**src/rtl/inst_fetch_pkg.sv**
```systemverilog
// rtl/inst_fetch_pkg.sv - shared widths, reset PC default and fetch entry type
package inst_fetch_pkg;

    localparam int XLEN = 32;
    localparam int ILEN = 32;
    localparam logic [XLEN-1:0] DEFAULT_RESET_PC = 32'h0000_0000;

    typedef struct packed {
        logic [XLEN-1:0] pc;
        logic [ILEN-1:0] inst;
    } fetch_entry_t;

    localparam int ENTRY_W = $bits(fetch_entry_t);

    function automatic logic [XLEN-1:0] align_pc(input logic [XLEN-1:0] pc);
        return {pc[XLEN-1:2], 2'b00};
    endfunction

endpackage

```
**src/rtl/fetch_fifo.sv**
```systemverilog
// rtl/fetch_fifo.sv - prefetch FIFO with synchronous flush
module fetch_fifo #(
    parameter int DEPTH = 2,
    parameter int WIDTH = 64,
    localparam int AW = $clog2(DEPTH),
    localparam int CW = AW + 1
) (
    input  logic             clk,
    input  logic             rst,
    input  logic             push,
    input  logic [WIDTH-1:0] push_data,
    input  logic             pop,
    input  logic             flush,
    output logic [CW-1:0]    count,
    output logic [WIDTH-1:0] head_data
);

    logic [WIDTH-1:0] mem_q [DEPTH];
    logic [WIDTH-1:0] mem_d [DEPTH];
    logic [AW-1:0]    wr_ptr_q, wr_ptr_d;
    logic [AW-1:0]    rd_ptr_q, rd_ptr_d;
    logic [CW-1:0]    count_q, count_d;

    always_comb begin
        mem_d    = mem_q;
        wr_ptr_d = wr_ptr_q;
        rd_ptr_d = rd_ptr_q;
        count_d  = count_q;
        if (flush) begin
            wr_ptr_d = '0;
            rd_ptr_d = '0;
            count_d  = '0;
        end else begin
            if (push) begin
                mem_d[wr_ptr_q] = push_data;
                wr_ptr_d        = wr_ptr_q + AW'(1);
            end
            if (pop) begin
                rd_ptr_d = rd_ptr_q + AW'(1);
            end
            case ({push, pop})
                2'b10:   count_d = count_q + CW'(1);
                2'b01:   count_d = count_q - CW'(1);
                default: count_d = count_q;
            endcase
        end
    end

    always_ff @(posedge clk) begin
        if (rst) begin
            wr_ptr_q <= '0;
            rd_ptr_q <= '0;
            count_q  <= '0;
        end else begin
            wr_ptr_q <= wr_ptr_d;
            rd_ptr_q <= rd_ptr_d;
            count_q  <= count_d;
        end
    end

    // Storage needs no reset: contents are meaningless while count is zero.
    always_ff @(posedge clk) begin
        mem_q <= mem_d;
    end

    assign count     = count_q;
    assign head_data = mem_q[rd_ptr_q];

endmodule

```
**src/rtl/inst_fetch.sv**
```systemverilog
// rtl/inst_fetch.sv - fetch PC, credit-based request issue and redirect handling
module inst_fetch
    import inst_fetch_pkg::*;
#(
    parameter logic [31:0] RESET_PC = DEFAULT_RESET_PC,
    parameter int          DEPTH    = 2
) (
    input  logic        clk,
    input  logic        rst,
    output logic        imem_req,
    output logic [31:0] imem_addr,
    input  logic        imem_ready,
    input  logic        imem_rvalid,
    input  logic [31:0] imem_rdata,
    input  logic        redirect,
    input  logic [31:0] redirect_pc,
    output logic        out_valid,
    output logic [31:0] out_inst,
    output logic [31:0] out_pc,
    input  logic        out_ready
);

    localparam int CW    = $clog2(DEPTH) + 1;
    localparam int OCC_W = CW + 1;

    logic [31:0]      fetch_pc_q, fetch_pc_d;
    logic [31:0]      req_pc_q, req_pc_d;
    logic             inflight_q, inflight_d;
    logic             drop_q, drop_d;
    logic [CW-1:0]    count;
    logic [OCC_W-1:0] occupancy;
    logic             pop_raw, pop, push, accept;
    fetch_entry_t     push_entry, head_entry;

    always_comb begin
        pop_raw   = out_valid && out_ready;
        // Entries held plus the one on its way back, less the one leaving now.
        occupancy = {1'b0, count} + {{CW{1'b0}}, inflight_q} - {{CW{1'b0}}, pop_raw};
        imem_req  = !rst && !redirect && (occupancy < OCC_W'(DEPTH));
        accept    = imem_req && imem_ready;
        pop       = pop_raw && !redirect;
        push      = imem_rvalid && inflight_q && !drop_q;

        fetch_pc_d = fetch_pc_q;
        req_pc_d   = req_pc_q;
        inflight_d = accept;
        drop_d     = drop_q && !imem_rvalid;
        if (redirect) begin
            fetch_pc_d = align_pc(redirect_pc);
            // A response landing this cycle is removed by the flush itself.
            drop_d     = inflight_q && !imem_rvalid;
        end else if (accept) begin
            fetch_pc_d = fetch_pc_q + 32'd4;
            req_pc_d   = fetch_pc_q;
        end
    end

    always_ff @(posedge clk) begin
        if (rst) begin
            fetch_pc_q <= RESET_PC;
            req_pc_q   <= '0;
            inflight_q <= 1'b0;
            drop_q     <= 1'b0;
        end else begin
            fetch_pc_q <= fetch_pc_d;
            req_pc_q   <= req_pc_d;
            inflight_q <= inflight_d;
            drop_q     <= drop_d;
        end
    end

    assign push_entry = '{pc: req_pc_q, inst: imem_rdata};

    fetch_fifo #(
        .DEPTH (DEPTH),
        .WIDTH (ENTRY_W)
    ) u_fifo (
        .clk       (clk),
        .rst       (rst),
        .push      (push),
        .push_data (push_entry),
        .pop       (pop),
        .flush     (redirect),
        .count     (count),
        .head_data (head_entry)
    );

    assign imem_addr = fetch_pc_q;
    assign out_valid = (count != '0);
    assign out_inst  = head_entry.inst;
    assign out_pc    = head_entry.pc;

endmodule

```
**config.mk**
```make
export PLATFORM = sky130hd
export DESIGN_NAME = inst_fetch
export DESIGN_NICKNAME = d
export VERILOG_FILES = /design/src/rtl/inst_fetch_pkg.sv /design/src/rtl/fetch_fifo.sv /design/src/rtl/inst_fetch.sv
export SDC_FILE = /design/constraint.sdc
export NUM_CORES = 1
export LEC_CHECK = 0
export BUFFER_PORTS_ARGS = -buffer_cell sky130_fd_sc_hd__buf_2
export CORE_UTILIZATION = 54
export CTS_BUF_LIST = sky130_fd_sc_hd__clkbuf_16
export CTS_CLUSTER_DIAMETER = 100
export DETAILED_ROUTE_END_ITERATION = 6
export GPL_TIMING_DRIVEN = 0
export PLACE_DENSITY = 0.88
export SLEW_MARGIN = 20
export SYNTH_ARGS = -nofsm -noshare
export SYNTH_HDL_FRONTEND = slang
export SYNTH_SLANG_ARGS = --single-unit
```
**constraint.sdc**
```tcl
create_clock -name clk -period 7.5 [get_ports clk]
set_clock_uncertainty 0.15 [all_clocks]
set_input_delay 0.75 -clock clk [delete_from_list [all_inputs] [get_ports clk]]
set_output_delay 0.75 -clock clk [all_outputs]
set_load 0.02 [all_outputs]
```
Yosys cells after proc, flatten, opt, wreduce, memory -nomap -nowiden
Index checks and enable logic that the tools add are counted.
Word-level totals
  word-level logic and storage cells: 56
  register bits after elaboration: 198
  input port bits: 70
  output and inout port bits: 98
Operators by class
  bitwise gates (word level): 3
  add/subtract/negate cells: 7
  reduce and logical (&&, ||, !) cells: 20
  equality and inequality tests: 2
  order comparisons: 4
  mux-type cells: 10
Operators with widths (number)
  2-to-1 mux 64 bit: 4
  bitwise mux 128 bit: 1
  demux 64 bit (select 1 bit): 1
  2-to-1 mux 32 bit: 2
  adder 32 x 3 -> 32 bit (second input constant): 1
  logical AND 1 bit: 10
  nonzero test 2 bit: 3
  >= comparator 2 bit (second input constant): 2
  logical NOT 1 bit: 4
  inverter 1 -> 2 bit: 2
  one-hot mux 2 bit (2 select lines): 1
  AND reduction 2 bit: 2
  adder 2 x 1 -> 3 bit: 1
  < comparator 3 x 2 -> 1 bit (second input constant): 1
  subtractor 3 x 1 -> 3 bit: 1
  adder 1 bit (second input constant): 2
  adder 2 x 1 -> 2 bit (second input constant): 1
  equality test 2 x 1 -> 1 bit (second input constant): 1
  equality test 2 bit (second input constant): 1
  < comparator 2 x 1 -> 1 bit (second input constant): 1
  OR reduction 2 bit: 1
  subtractor 2 x 1 -> 2 bit (second input constant): 1
  2-to-1 mux 1 bit: 1
  inverter 1 bit: 1

Logic depth before layout (Yosys ltp)
Gate-level depths: netlist of the first run.
  depth after elaboration: 8
  mapped depth: 13
  mapped depth without buffers: 12

Cells and area by module
From an unflattened synthesis of the first run, not the netlist that was laid out.
Second synthesis, totals
  cells, all modules: 594
  area total of the unflattened synthesis: 7766.2 um2
By module, submodules not included
  fetch_fifo: cells each 217, sequential area each 3923.8 um2, area an instance 4777.1 um2, instances 1
  inst_fetch: cells each 377, sequential area each 1241.2 um2, area an instance 2989.1 um2, instances 1

Least setup slack after synthesis of the first run
Ideal clock, no wire load.
  path type: input -> register
  from: input redirect
  to: register u_fifo.mem_q[0] (netlist bit), enable pin
  path buffers: 2
  setup slack: 1.024 ns
  stages on the path: 3
  library setup time: 0.571 ns
  arrival: 5.755 ns
  data required time: 6.779 ns
  cell sequence: clkbuf_1 buf_1 nor3b_1
On the way
  cells in the longest elaborated chain, start to end: 2
RTL lines
  start, declared: line inst_fetch.sv:15  | input logic redirect,
  inverter 1 bit (no line)
  AND reduction 2 bit (no line)
  end signal, assigned: line fetch_fifo.sv:63  | mem_q <= mem_d;
  end, declared: line fetch_fifo.sv:18  | logic [WIDTH-1:0] mem_q [DEPTH];
Every way passes these cells.
A chain may end at the register's enable or synchronous reset.

Worst setup path after layout of the first run
  from: register u_fifo.count_q[1] (netlist: u_fifo.count[1])
  to: register req_pc_q[30]
On the way
  cells in the longest elaborated chain, start to end: 7
  elaborated cells on any way between the ends: 8
  classes of those cells: 2 x add/sub; 1 x order compare; 5 x reduce/logical
RTL lines
  start, declared: line fetch_fifo.sv:22  | logic [CW-1:0] count_q, count_d;
  start signal, assigned: line fetch_fifo.sv:57  | count_q <= count_d;
  parallel branches: the longest is 2 deep, another holds adder 2 x 1 -> 3 bit
  subtractor 3 x 1 -> 3 bit (*): line inst_fetch.sv:38  | occupancy = {1'b0, count} + {{CW{1'b0}}, inflight_q} - {{CW{1'b0}}, pop_raw};
  < comparator 3 x 2 -> 1 bit (*): line inst_fetch.sv:39  | imem_req = !rst && !redirect && (occupancy < OCC_W'(DEPTH));
  logical AND 1 bit (*): line inst_fetch.sv:39
  logical AND 1 bit (*): line inst_fetch.sv:40  | accept = imem_req && imem_ready;
  AND reduction 2 bit (no line) (*)
  end signal, assigned: line inst_fetch.sv:66  | req_pc_q <= req_pc_d;
  end, declared: line inst_fetch.sv:27  | logic [31:0] req_pc_q, req_pc_d;
Mark *: on every way between the ends.

==> results of run 1 <==
[registers in the layout (all words and copies together), names as in the netlist]
register         cells
u_fifo.mem_q       124
imem_addr           30
req_pc_q            30
u_fifo.count         2
drop_q               1
inflight_q           1
u_fifo.rd_ptr_q      1
u_fifo.wr_ptr_q      1
[worst min path at each step]
stage	depth (start not counted)	startpoint	slack (ns)	endpoint
after floorplan	0	req_pc_q[4]	0.28	u_fifo.mem_q[100]
after global placement	0	req_pc_q[20]	0.28	u_fifo.mem_q[116]
after detailed placement	0	req_pc_q[4]	0.29	u_fifo.mem_q[36]
after CTS	0	req_pc_q[4]	0.31	u_fifo.mem_q[100]
after global routing	0	req_pc_q[30]	0.32	u_fifo.mem_q[62]
final	0	req_pc_q[4]	0.30	u_fifo.mem_q[36]
[area by class of cell]
| class | count | area [um^2] |
|---|---|---|
| Buffer | 38 | 211 |
| Clock buffer | 17 | 425 |
| Clock inverter | 15 | 180 |
| Fill cell | 1005 | 4400 |
| Inverter | 6 | 27.5 |
| Multi-Input combinational cell | 360 | 2380 |
| Sequential cell | 190 | 5040 |
| Tap cell | 180 | 225 |
| Timing Repair Buffer | 176 | 933 |
[metrics by stage]
stage,std cells,cell area [um^2],hold WS [ns]
CTS,982,9430,0.307
global route,982,9430,0.320
floorplan,594,7660,0.275
detailed placement,950,8830,0.291
finish,982,9430,0.303
global placement,935,8690,0.281
[Yosys cell counts, drive strengths merged (2+ instances only)]
library cell,instances,area (um^2)
a21oi,50,250
a221oi,2,17.5
a22oi,2,15.0
a31oi,15,93.8
a32o,2,20.0
a41oi,2,17.5
and2,8,50.1
and3,7,46.3
and4,4,35.0
buf,20,114
clkbuf,18,97.6
dfxtp,66,1320
edfxtp,124,3720
ha,3,37.5
inv,5,18.8
mux2,63,709
nand2,84,325
nand3,7,35.0
nand4,16,106
nor2,17,66.3
nor3,15,86.3
nor4,2,12.5
o211ai,5,37.5
o21a,2,15.0
o21ai,10,50.1
o22ai,6,37.5
o311ai,2,17.5
or3,4,25.0
or4,3,22.5
xnor2,3,33.8
xor2,9,78.8
[routing by layer]
metal | global-route usage [%] | routed length, um | up-vias
met1 | 31.0 | 6990 | 2674
met3 | 7.00 | 1810 | 73
li1 | - | - | 2596
met2 | 39.9 | 8450 | 355
met4 | 14.4 | 783 | 0
met5 | 0 | 0 | -
[cells by family after synthesis]
family | count (synthesis)
DFF | 190
and+or+nand+nor | 173
AOI/OAI and AO/OA | 103
muxes | 64
buffers and inverters | 44
xor gates and xnor gates | 12
adders and majority gates | 4
other | 1
[where the power goes]
group / leakage (uW) / switching, uW / internal [uW] / total, uW
clock: 0.000308 / 369 / 551 / 919
combinational: 0.00159 / 75.8 / 47.3 / 123
sequential: 0.00171 / 21.2 / 1130 / 1150
total: 0.00361 / 466 / 1720 / 2190
==> impl_summary.md, run 1 <==
Power and ir drop
For this design the static power due to leakage is 0.00361 uW. The total power density per cell area is roughly 230 nW/um^2. The total chip power is 2190 uW. Across the VDD grid, the largest voltage drop is 0.000151 V.

Setup path
The endpoint identified for the worst register-to-register timing path is req_pc_q[30]. The worst path required time is just under 8 ns. The cell family contributing the most delay on the critical path is simple AND/OR/NAND/NOR gates. The capture point of the worst path is req_pc_q[30]. The launch instance of the worst register-to-register path is u_fifo.count[1]. The slack of the worst reg-to-reg path is 3.84 ns. The type of element capturing the critical path is a flop. The largest fanout of any net on the critical path is 10. Counting cells, the worst reg-to-reg path comes to 13. The worst setup path is of the reg -> reg kind. The number of buffers and inverters on the critical path is 4. The startpoint kind of the worst setup timing path is a flop. The arrival time at the worst endpoint is 3.87 ns. Walking the worst path, the cells encountered are or2_2 > nand2_1 > inv_1 > ha_1 > nand2b_1 > fa_1 > xnor2_2 > nand4_2 > clkinv_4 > buf_2 > buf_1 > nand2_1 > a21oi_1. Among all stages on the critical path, the largest delay is contributed by sky130_fd_sc_hd__buf_1. On the worst path, the slowest cell contributes a delay of 0.46 ns. The most frequent cell on the critical path is sky130_fd_sc_hd__nand2_1. Counting buffers and inverters, the worst setup path is 13 cells deep. The most critical setup path has its startpoint at u_fifo.count[1].

Finish
In the final layout, the share of cells above drive strength 1 is 36.8%. At the end of the flow the core is filled with cells to roughly two thirds. The library cell used most frequently in the layout, excluding fill and tap cells, is sky130_fd_sc_hd__buf_2. The total number of nets in the final design is between 800 and 900.

The library cells used most frequently in the layout, excluding fill and tap cells, are 168 x sky130_fd_sc_hd__buf_2, 124 x sky130_fd_sc_hd__edfxtp_1, 82 x sky130_fd_sc_hd__nand2_1, 66 x sky130_fd_sc_hd__dfxtp_1, 63 x sky130_fd_sc_hd__mux2_2. The area added between synthesis and finish is 23.4%. The repair_antennas step left the layout with diodes totalling 0.

Place
The wire-length estimate of the detail-placed layout is 12,700 um. Input and output buffers added on the ports amount to 161. At the placement stage, the worst setup path has a slack of 3.80 ns. The last weighted congestion value of the routability-driven placer is 0.869.

STA
The share of the clock period used by the worst path after layout is 48.8%. The hold violation count in the final report is 0. The worst path meets setup with 3.84 ns of slack. For the pin with the worst max-slew slack, the measured transition is 0.767 ns. The worst pin sits at a relative slew slack of 48.6%.

Setup violations remaining at the end of the flow were counted as 0. The fmax is 273 MHz. The max-slew violation total from the final report came to 0. After routing, the total negative slack on setup checks comes to 0 ns. Setup repair after global routing left no endpoint under its margin.

The final critical-path required period is 3.66 ns.

Yosys
After Yosys synthesis, full adders, half adders and majority gates account for 0.753% of the synthesized area. In this run, distinct cell masters in the synthesized netlist total 58. Yosys mapped a number of flops with a built-in enable equal to between 100 and 150. The combinational family with the most area after synthesis is simple AND/OR/NAND/NOR gates. The complex-gate fraction of the synthesized area is under 10%. The async set-or-reset flop fraction in the synthesized netlist is 0%. Sequential elements use 66.0% of the synthesized area. Summing every instance area after synthesis gives 7650 um^2. The number of warning messages in the yosys log is 0. In this run, synthesis produced a sequential element count of 190. Of the post-synthesis cell area, the part taken by muxes is approximately a tenth.

Counting every instance in the synthesized netlist gives 591. A synthesized cell averages roughly 13 um^2. The most instantiated flip-flop cell in the synthesis netlist is sky130_fd_sc_hd__edfxtp_1.

The synthesized-area fraction occupied by and/or/nand/nor cells is 11.2%. Of the total synthesized cell area, the portion taken by XOR and XNOR cells is under 10%.

Clock network
The number of resized instances in the post-cts repair step is 0. The count of hold-fix buffers inserted at cts is 0. TritonCTS created 17 clock buffers. Clock-pin slew was measured on the worst setup and hold paths at ~0.060 ns. TritonCTS built the clock tree. The cell at the root of the clock tree is sky130_fd_sc_hd__clkbuf_16. Clock latency on the worst-skew pair, taken at its later pin, is 0.43 ns.

The clock passes through at most 2 buffers. The level count of the clock H-tree is 4. The setup fix buffers added after clock tree synthesis is 0. CTS saw 190 sinks.

Status
The flow ran to the end, and the final reports show no timing, DRC or antenna violations.

Worst hold path
The tightest min-delay check is of the reg -> reg type.

Routing
The vias per cell is 5.80. The remaining number of nets flagged by the antenna check after routing is 0. The first-iteration detailed-routing DRC count is approximately 550. The via count of the routed design is 5,698. For this run, design rule violations remaining after detail routing come to 0. Dividing the detail-routed wire length by the instance count gives 18.4 um.

The final layout contains routed wiring with a total length of 18,000 um. For this run, the detailed router's first-pass iteration total came to 6.

Floorplan
After floorplanning, the core was divided into 43 placement rows. The floorplan step defined a core boundary enclosing 13,800 um^2. The die covers ~15,000 um^2. The vertical extent of the die is 121 um. In this run the count of I/O pins placed on the die edge is roughly 170. The x dimension of the die is 121 um. The initial cell density of the core is 55.3%.

Global routing
The number of global-route vias before repair came to 5,473. The initial antenna violation count is 0. Global routing used between 20% and 30% of the available tracks across all layers. The first global-routing pass estimated 27,800 um of wire. The overflow left after global routing is 0. The pin count of the biggest net entering global routing is 17.

Job
The number of violations of the max-capacitance limit is 0.
(Power assumes the default switching activity.)
==> inputs of run 2 (changes only) <==
--- a/config.mk
+++ b/config.mk
@@ -6,12 +6,12 @@
 export NUM_CORES = 1
 export LEC_CHECK = 0
 export BUFFER_PORTS_ARGS = -buffer_cell sky130_fd_sc_hd__buf_2
-export CORE_UTILIZATION = 54
+export CORE_UTILIZATION = 49
 export CTS_BUF_LIST = sky130_fd_sc_hd__clkbuf_16
 export CTS_CLUSTER_DIAMETER = 100
 export DETAILED_ROUTE_END_ITERATION = 6
 export GPL_TIMING_DRIVEN = 0
-export PLACE_DENSITY = 0.88
+export PLACE_DENSITY = 0.85
 export SLEW_MARGIN = 20
 export SYNTH_ARGS = -nofsm -noshare
 export SYNTH_HDL_FRONTEND = slang
==> constraint.sdc (replaced) <==
create_clock -name clk -period 3 [get_ports clk]
set_clock_uncertainty 0.15 [all_clocks]
set_input_delay 0.3 -clock clk [delete_from_list [all_inputs] [get_ports clk]]
set_output_delay 0.3 -clock clk [all_outputs]
set_load 0.02 [all_outputs]
==> impl_summary.md, run 2 (synthesis results as in run 1) <==
Status
Result of the run: complete, but fails checks (was completed). The checks that failed: design-rule violations.

Floorplan
The vertical extent of the die is 127 um (was 121 um). The number of placement rows was 45 (was 43). The floorplan die area is 16,100 um^2 (was 14,600 um^2). The initial cell density of the core was 50.3% (was 55.3%). The count of boundary I/O pins was 168 (unchanged).

The x dimension of the die is 127 um (was 121 um). The placeable core area is 15,200 um^2 (was 13,800 um^2).

Power and ir drop
The leakage power total is 0.00385 uW (was 0.00361 uW). The total power density per cell area is 529 nW/um^2 (was 232 nW/um^2). The total chip power is 5310 uW (was 2190 uW). The largest voltage drop on the vdd net is 0.000406 V (was 0.000151 V).

STA
The worst-case headroom to the max-slew limit is 54.6% (was 48.6%). The fmax is 337 MHz (was 273 MHz). The final critical-path required period is 2.97 ns (was 3.66 ns).

The max-slew violation total from the final report is 0 (unchanged). The hold violation count in the final report is 0 (unchanged). The count of final setup violators is 0 (unchanged).

The slew at the pin closest to its max-slew limit is 0.681 ns (was 0.767 ns). Unrepaired setup endpoints after global routing: true (was false). The share of the clock period used by the worst path after layout is 99.0% (was 48.8%).

Routing
The per-cell routed wire length is 17.9 um (was 18.4 um). The amount of wire on met3 after detailed routing is 1530 um (was 1810 um). The detailed-routing iteration count for the pre-antenna-repair pass is 7 (was 6).

The sum of met2 wire segment lengths after detailed routing came to 9310 um (was 8450 um). The via count of the routed design is 5,825 (was 5,698). The vias per cell is 5.60 (was 5.80). The top layer reached by signal wires was met4 (unchanged). The final routed DRC violation total came to 3 (was 0). The post-route met1 wirelength is 7170 um (was 6990 um). The first-iteration detailed-routing DRC count was 605 (was 551). The remaining number of nets flagged by the antenna check after routing is 0 (unchanged). The routed wire length is 18,600 um (was 18,000 um).

Setup path
The worst path required time came to 3.21 ns (was 7.70 ns). The type of element capturing the critical path is a flop (unchanged). The largest fanout of any net on the critical path is 7 (was 10). The arrival time at the worst endpoint is 3.18 ns (was 3.87 ns). The startpoint kind of the worst setup timing path is a flop (unchanged). The critical setup path kind is reg -> reg (unchanged).

Global routing
The initial antenna violation count came to 0 (unchanged). The first-pass GRT wire length is 28,500 um (was 27,800 um). The pin count of the biggest net entering global routing is 17 (unchanged).

The number of global-route vias before repair was 5,549 (was 5,473). The overall routing resource usage is 23.3% (was 25.2%). The overflow left after global routing was 0 (unchanged).

Place
The count of placed standard cells including taps is 952 (was 950). The last weighted congestion value of the routability-driven placer came to 0.882 (was 0.869). The half-perimeter wire length after placement is 12,400 um (was 12,700 um). The count of port buffers added during placement is 161 (unchanged).

Clock network
The maximum number of buffers from clock root to sink is 2 (unchanged). The number of clock sinks seen by CTS is 190 (unchanged). The cell at the root of the clock tree is sky130_fd_sc_hd__clkbuf_16 (unchanged). The clock buffer count from CTS is 17 (unchanged). The level count of the clock H-tree came to 4 (unchanged). The clock-pin slew of the registers on the worst-case setup and hold paths was 0.07 ns (was 0.06 ns). The insertion delay of the later-clocked pin in the worst-skew pair was 0.43 ns (about the same). The TritonCTS clock tree is yes (unchanged).

Finish
Highest-count cells in the layout ignoring fill and taps: 163 x sky130_fd_sc_hd__buf_2, 124 x sky130_fd_sc_hd__edfxtp_1, 80 x sky130_fd_sc_hd__nand2_1, 64 x sky130_fd_sc_hd__dfxtp_1, 63 x sky130_fd_sc_hd__mux2_2 (was 168 x sky130_fd_sc_hd__buf_2, 124 x sky130_fd_sc_hd__edfxtp_1, 82 x sky130_fd_sc_hd__nand2_1, 66 x sky130_fd_sc_hd__dfxtp_1, 63 x sky130_fd_sc_hd__mux2_2). The fraction of final layout cells sized beyond drive strength 1 came to 37.1% (was 36.8%). The area added between synthesis and finish came to 31.4% (was 23.4%).

The register with the highest flop count is u_fifo.mem_q (unchanged). The total inserted antenna cells is 0 (unchanged). The commonest non-fill, non-tap cell in the layout is sky130_fd_sc_hd__buf_2 (unchanged). The share of the core filled with cells is 66.1% (was 68.2%). The count of placed standard cells in the final layout, fillers left out was 1,040 (was 982). The total number of nets in the final design came to 913 (was 863). The number of flip-flops in the largest register is 124 (unchanged). The count of filler cells inserted in the layout is 1,123 (was 1,005).

Worst hold path
The class of the tightest hold or removal check was in -> reg (was reg -> reg).

Job
The number of violations of the max-capacitance limit is 0 (unchanged).
-- run 2: cell types whose count changed in the layout (fill, tap and decap cells not counted), moves of 3 or more --
cell	change
sky130_fd_sc_hd__buf_2	-5
sky130_fd_sc_hd__clkbuf_2	+4
sky130_fd_sc_hd__dlygate4sd3_1	+46
sky130_fd_sc_hd__clkinv_4	+3
sky130_fd_sc_hd__buf_8	+4
sky130_fd_sc_hd__buf_6	+6
sky130_fd_sc_hd__inv_1	-3
sky130_fd_sc_hd__clkinvlp_4	+3
sky130_fd_sc_hd__bufinv_16	-3
sky130_fd_sc_hd__clkbuf_1	-4
-- run 2: what timing repair did --
action,in CTS,in global routing
gates resized for setup,12,28
endpoints found under the hold margin,78,0
hold buffers,46,0
setup endpoints to repair,60,54
pin swaps,3,13
buffers inserted,4,6
gates cloned,0,0
-- run 2: worst paths after layout --
path                                      start                 to  slack [ns]  depth (start not counted)
worst max-delay path            u_fifo.count[0]      imem_addr[19]        0.03                         12
worst min-delay path             redirect_pc[7]       imem_addr[7]        0.04                          3
worst max register to register  u_fifo.count[0]      imem_addr[19]        0.03                         12
worst min register to register     req_pc_q[16]  u_fifo.mem_q[112]        0.30                          0
-- run 2: critical path: stages, from the launching register on --
cell,delay (ns)
sky130_fd_sc_hd__dfxtp_4,0.36
sky130_fd_sc_hd__or2_4,0.26
sky130_fd_sc_hd__nand2_4,0.08
sky130_fd_sc_hd__inv_4,0.04
sky130_fd_sc_hd__ha_4,0.22
sky130_fd_sc_hd__nand2b_4,0.13
sky130_fd_sc_hd__fa_2,0.38
sky130_fd_sc_hd__xnor2_4,0.22
sky130_fd_sc_hd__nand4_4,0.22
sky130_fd_sc_hd__clkinv_4,0.16
sky130_fd_sc_hd__nand2_4,0.08
sky130_fd_sc_hd__or4_1,0.47
sky130_fd_sc_hd__a31oi_1,0.13
-- run 2: final cells by class --
class | count | area, um^2 | share of cell area (%)
Timing Repair Buffer | 226 | 1460 | 14.5
Clock buffer | 17 | 425 | 4.24
Clock inverter | 15 | 126 | 1.26
Buffer | 38 | 248 | 2.47
Inverter | 6 | 30.0 | 0.299
Sequential cell | 190 | 5050 | 50.3
Tap cell | 188 | 235 | 2.34
Multi-Input combinational cell | 360 | 2470 | 24.6
-- run 2: power by group --
group	internal [uW]	leakage [uW]	switching (uW)
Sequential	2810	0.00171	51.3
Clock	1140	0.000263	937
Combinational	167	0.00187	205
Total	4120	0.00385	1190
-- run 2: layer usage --
metal | GRT usage [%] | vias to the layer above
met2 | 39.6 | 319
met1 | 27.9 | 2762
li1 | - | 2699
met5 | 0 | -
met4 | 10.9 | 0
met3 | 5.86 | 45
-- run 2: per-stage QoR --
step / setup WS, ns / setup TNS [ns] / hold slack [ns] / instance area [um^2]
after global routing: -0.0813 / -0.314 / 0.0463 / 10000
after global placement: -1.20 / -146.39 / 0.281 / 8730
after floorplan: -0.00389 / -0.241 / 0.229 / 7690
after CTS: 0.0206 / 0 / 0.0155 / 9930
final: 0.0297 / 0 / 0.0363 / 10000
after detailed placement: -0.488 / -11.44 / 0.288 / 8850
==> inputs of run 3 (changes only) <==
--- a/config.mk
+++ b/config.mk
@@ -6,6 +6,7 @@
 export NUM_CORES = 1
 export LEC_CHECK = 0
 export BUFFER_PORTS_ARGS = -buffer_cell sky130_fd_sc_hd__buf_2
+export CAP_MARGIN = 20
 export CORE_UTILIZATION = 49
 export CTS_BUF_LIST = sky130_fd_sc_hd__clkbuf_16
 export CTS_CLUSTER_DIAMETER = 100
@@ -15,4 +16,5 @@
 export SLEW_MARGIN = 20
 export SYNTH_ARGS = -nofsm -noshare
 export SYNTH_HDL_FRONTEND = slang
+export SYNTH_HIERARCHICAL = 1
 export SYNTH_SLANG_ARGS = --single-unit
==> impl_summary.md, run 3 <==
Status
Result of the run: complete, but fails checks (unchanged). Violations in the final reports: negative setup slack (was design-rule violations).

STA
The max-slew violation total from the final report is 0 (unchanged). The share of the clock period used by the worst path after layout came to 101% (was 99.0%). The slew at the pin closest to its max-slew limit is 0.876 ns (was 0.681 ns). The count of final setup violators came to 2 (was 0). The worst-case headroom to the max-slew limit came to 41.4% (was 54.6%). Unrepaired setup endpoints after global routing: true (unchanged). The final critical-path required period is 3.02 ns (was 2.97 ns). The hold violation count in the final report was 0 (unchanged). The worst setup slack after layout is -0.0190 ns (was 0.0297 ns).

The fmax is 331 MHz (was 337 MHz).

Routing
The detailed-routing iteration count for the pre-antenna-repair pass is 5 (was 7). The final routed DRC violation total came to 0 (was 3). The via count of the routed design is 5,900 (was 5,825).

The vias per cell is 5.56 (was 5.60). The per-cell routed wire length is 18.6 um (was 17.9 um). The first-iteration detailed-routing DRC count is 582 (was 605).

The remaining number of nets flagged by the antenna check after routing is 0 (unchanged). The routed wire length came to 19,700 um (was 18,600 um).

Clock network
The number of clock sinks seen by CTS was 194 (was 190). The clock buffer count from CTS is 17 (unchanged). The level count of the clock H-tree came to 4 (unchanged). The TritonCTS clock tree is yes (unchanged). The maximum number of buffers from clock root to sink is 2 (unchanged). The cell at the root of the clock tree was sky130_fd_sc_hd__clkbuf_16 (unchanged). The clock-pin slew of the registers on the worst-case setup and hold paths is 0.07 ns (about the same). The insertion delay of the later-clocked pin in the worst-skew pair was 0.43 ns (about the same).

Job
The number of violations of the max-capacitance limit was 0 (unchanged).

Floorplan
The initial cell density of the core is 50.7% (was 50.3%). The floorplan die area was 16,400 um^2 (was 16,100 um^2). The count of boundary I/O pins is 168 (unchanged).

The placeable core area came to 15,300 um^2 (was 15,200 um^2). The number of placement rows is 45 (unchanged). The x dimension of the die came to 128 um (was 127 um).

The vertical extent of the die was 128 um (was 127 um).

Power and ir drop
The largest voltage drop on the vdd net is 0.000408 V (was 0.000406 V). The internal portion of total power is 4260 uW (was 4120 uW). The leakage power total is 0.00389 uW (was 0.00385 uW). The share of total power consumed by net switching is 22.6% (was 22.5%). The combinational share of power is 6.8% (was 7.0%). The total power density per cell area is 538 nW/um^2 (was 529 nW/um^2). The proportion of power drawn by the clock network was 39.9% (was 39.1%). The total chip power came to 5510 uW (was 5310 uW). The portion of total power attributed to sequential cells was 53.2% (was 53.9%). The net switching power figure was 1250 uW (was 1190 uW).

Yosys
The number of enable flip-flop cells after synthesis is 128 (was 124). The flop and latch count out of synthesis came to 194 (was 190). The sequential share of the synthesized area came to 66.5% (was 66.0%). The post-synthesis instance area is 7770 um^2 (was 7650 um^2). The proportion of netlist area held by the largest area contributor is 49.5% (was 48.7%). The most instantiated flip-flop cell in the synthesis netlist is sky130_fd_sc_hd__edfxtp_1 (unchanged). Ranking of synthesized cells by instance count: 128 x sky130_fd_sc_hd__edfxtp_1, 80 x sky130_fd_sc_hd__nand2_1, 66 x sky130_fd_sc_hd__dfxtp_1 (was 124 x sky130_fd_sc_hd__edfxtp_1, 82 x sky130_fd_sc_hd__nand2_1, 66 x sky130_fd_sc_hd__dfxtp_1). The cell with the most instances after synthesis was sky130_fd_sc_hd__edfxtp_1 (unchanged). Top area cells in the synthesized netlist: sky130_fd_sc_hd__edfxtp_1 49%, sky130_fd_sc_hd__dfxtp_1 17%, sky130_fd_sc_hd__mux2_2 9.3% (unchanged).

The async set-or-reset flop fraction in the synthesized netlist was 0% (unchanged). The number of warning messages in the yosys log is 6 (was 0). The synthesized area per cell is 13.1 um^2 (was 12.9 um^2). The dominant cell type by area after synthesis is sky130_fd_sc_hd__edfxtp_1 (unchanged).

The instance count of the mapped netlist is 594 (was 591). The unique cell type count in the Yosys netlist is 53 (was 58).

Finish
The count of filler cells inserted in the layout is 1,151 (was 1,123). The count of placed standard cells in the final layout, fillers left out was 1,061 (was 1,040). Highest-count cells in the layout ignoring fill and taps: 176 x sky130_fd_sc_hd__buf_2, 128 x sky130_fd_sc_hd__edfxtp_1, 79 x sky130_fd_sc_hd__nand2_1, 64 x sky130_fd_sc_hd__dfxtp_1, 64 x sky130_fd_sc_hd__mux2_2 (was 163 x sky130_fd_sc_hd__buf_2, 124 x sky130_fd_sc_hd__edfxtp_1, 80 x sky130_fd_sc_hd__nand2_1, 64 x sky130_fd_sc_hd__dfxtp_1, 63 x sky130_fd_sc_hd__mux2_2).

The multi-input gate area in the final layout was 2600 um^2 (was 2470 um^2). The commonest non-fill, non-tap cell in the layout is sky130_fd_sc_hd__buf_2 (unchanged). The total number of nets in the final design is 911 (was 913). The register area is 5170 um^2 (was 5050 um^2). The fraction of final layout cells sized beyond drive strength 1 came to 38.0% (was 37.1%). The total inserted antenna cells came to 0 (unchanged). The area added between synthesis and finish is 31.9% (was 31.4%).

The register with the highest flop count was u_fifo/mem_q (was u_fifo.mem_q). The number of flip-flops in the largest register was 128 (was 124).

Place
The last weighted congestion value of the routability-driven placer is 0.869 (was 0.882). The half-perimeter wire length after placement is 13,000 um (was 12,400 um). The count of port buffers added during placement is 163 (was 161). The count of placed standard cells including taps is 982 (was 952).

Setup path
The origin of the worst setup path is u_fifo/count[1] (was u_fifo.count[0]). The arrival time at the worst endpoint is 3.24 ns (was 3.18 ns). The slack of the worst reg-to-reg path is -0.02 ns (was 0.03 ns). The launch instance of the worst register-to-register path is u_fifo/count[1] (was u_fifo.count[0]). The worst path required time is 3.22 ns (was 3.21 ns). The type of element capturing the critical path is a flop (unchanged). The length in cells of the worst reg-to-reg path came to 10 (was 12). The largest fanout of any net on the critical path is 5 (was 7). The endpoint of the worst register-to-register path is imem_addr[13] (was imem_addr[19]).

The critical setup path kind is reg -> reg (unchanged). The startpoint kind of the worst setup timing path is a flop (unchanged).

Global routing
The pin count of the biggest net entering global routing is 18 (was 17). The first-pass GRT wire length is 30,000 um (was 28,500 um). The overflow left after global routing is 0 (unchanged). The initial antenna violation count was 0 (unchanged). The overall routing resource usage came to 24.6% (was 23.3%).

The number of global-route vias before repair came to 5,721 (was 5,549).

Worst hold path
The worst min-delay path endpoint is imem_addr[10] (was imem_addr[7]). The startpoint of the worst hold path is redirect_pc[10] (was redirect_pc[7]). The cell depth of the worst hold path is 3 (unchanged). The class of the tightest hold or removal check is in -> reg (unchanged).
-- run 3: cell count changes in the layout (fill, tap and decap cells not counted), sizes merged, moves of 6 or more --
cell | before | now
nand3 | 7 | 20
inv | 6 | 14
clkbuf | 35 | 29
nor2 | 17 | 11
nor3 | 15 | 9
-- run 3: timing repair --
action                                 CTS  global route
resized for setup                       25            27
pin swaps                                8             7
buffers inserted                         5             1
endpoints found under the hold margin   76             0
setup endpoints to repair               61            56
hold buffers                            41             0
-- run 3: area by class of cell --
cell class,count,area share [%]
Sequential cell,194,50.5
Multi-Input combinational cell,363,25.4
Timing Repair Buffer,219,13.6
Clock buffer,17,4.15
Tap cell,211,2.58
Buffer,35,2.08
Clock inverter,15,1.41
Inverter,7,0.257
-- run 3: metal layers --
layer | global-route usage [%] | wire length [um] | vias up
met1 | 30.7 | 7850 | 2836
met4 | 9.55 | 491 | 0
met2 | 41.3 | 9740 | 315
met5 | 0 | 0 | -
li1 | - | - | 2704
met3 | 5.93 | 1630 | 45
-- run 3: power groups by stage --
stage / Sequential [uW] / Combinational, uW / Clock, uW
2_1_floorplan: 3000 / 136 / 0
3_3_place_gp: 2980 / 294 / 0
3_5_place_dp: 2990 / 304 / 0
4_1_cts: 2930 / 356 / 2210
5_1_grt: 2940 / 400 / 2350
6_report: 2930 / 377 / 2200
-- run 3: critical path, cell delays in order (launching register included) --
cell and delay [ns]:
sky130_fd_sc_hd__dfxtp_4 0.34, sky130_fd_sc_hd__or2_4 0.23, sky130_fd_sc_hd__and2_4 0.14, sky130_fd_sc_hd__ha_4 0.20, sky130_fd_sc_hd__nand2b_4 0.14, sky130_fd_sc_hd__fa_1 0.51, sky130_fd_sc_hd__and4bb_2 0.30, sky130_fd_sc_hd__nand2_4 0.09
sky130_fd_sc_hd__or4_4 0.54, sky130_fd_sc_hd__a2bb2oi_2 0.16, sky130_fd_sc_hd__a21oi_2 0.14
-- run 3: worst max-delay path by stage --
stage,to,depth (start not counted)
finish,imem_addr[13],10
global route,imem_addr[18],12
CTS,imem_addr[13],10
detailed placement,req_pc_q[13],12
global placement,u_fifo/mem_q[29],5
floorplan,u_fifo/mem_q[0],4
-- run 3: through the flow --
| step | hold slack, ns | setup slack, ns | area (um^2) | util, % | setup TNS, ns |
|---|---|---|---|---|---|
| detailed placement | 0.291 | -0.417 | 9020 | 58.9 | -19.29 |
| CTS | 0.00477 | -0.0649 | 10100 | 66.1 | -0.0649 |
| global placement | 0.281 | -2.38 | 8880 | 58.0 | -318.63 |
| floorplan | 0.215 | -0.746 | 7800 | - | -95.19 |
| global route | 0.0134 | -0.0734 | 10200 | 66.9 | -0.222 |
| finish | 0.00907 | -0.0190 | 10200 | 66.9 | -0.0251 |
-- run 3: cells by family after synthesis --
family	share of synthesized area (%)
flip-flops	66.5
AND/OR/NAND/NOR	11.1
AO/OA/AOI/OAI	7.91
multiplexers	9.70
buffers and inverters	2.43
XOR/XNOR	1.58
adder cells (fa/ha/maj)	0.741
other	0.0483
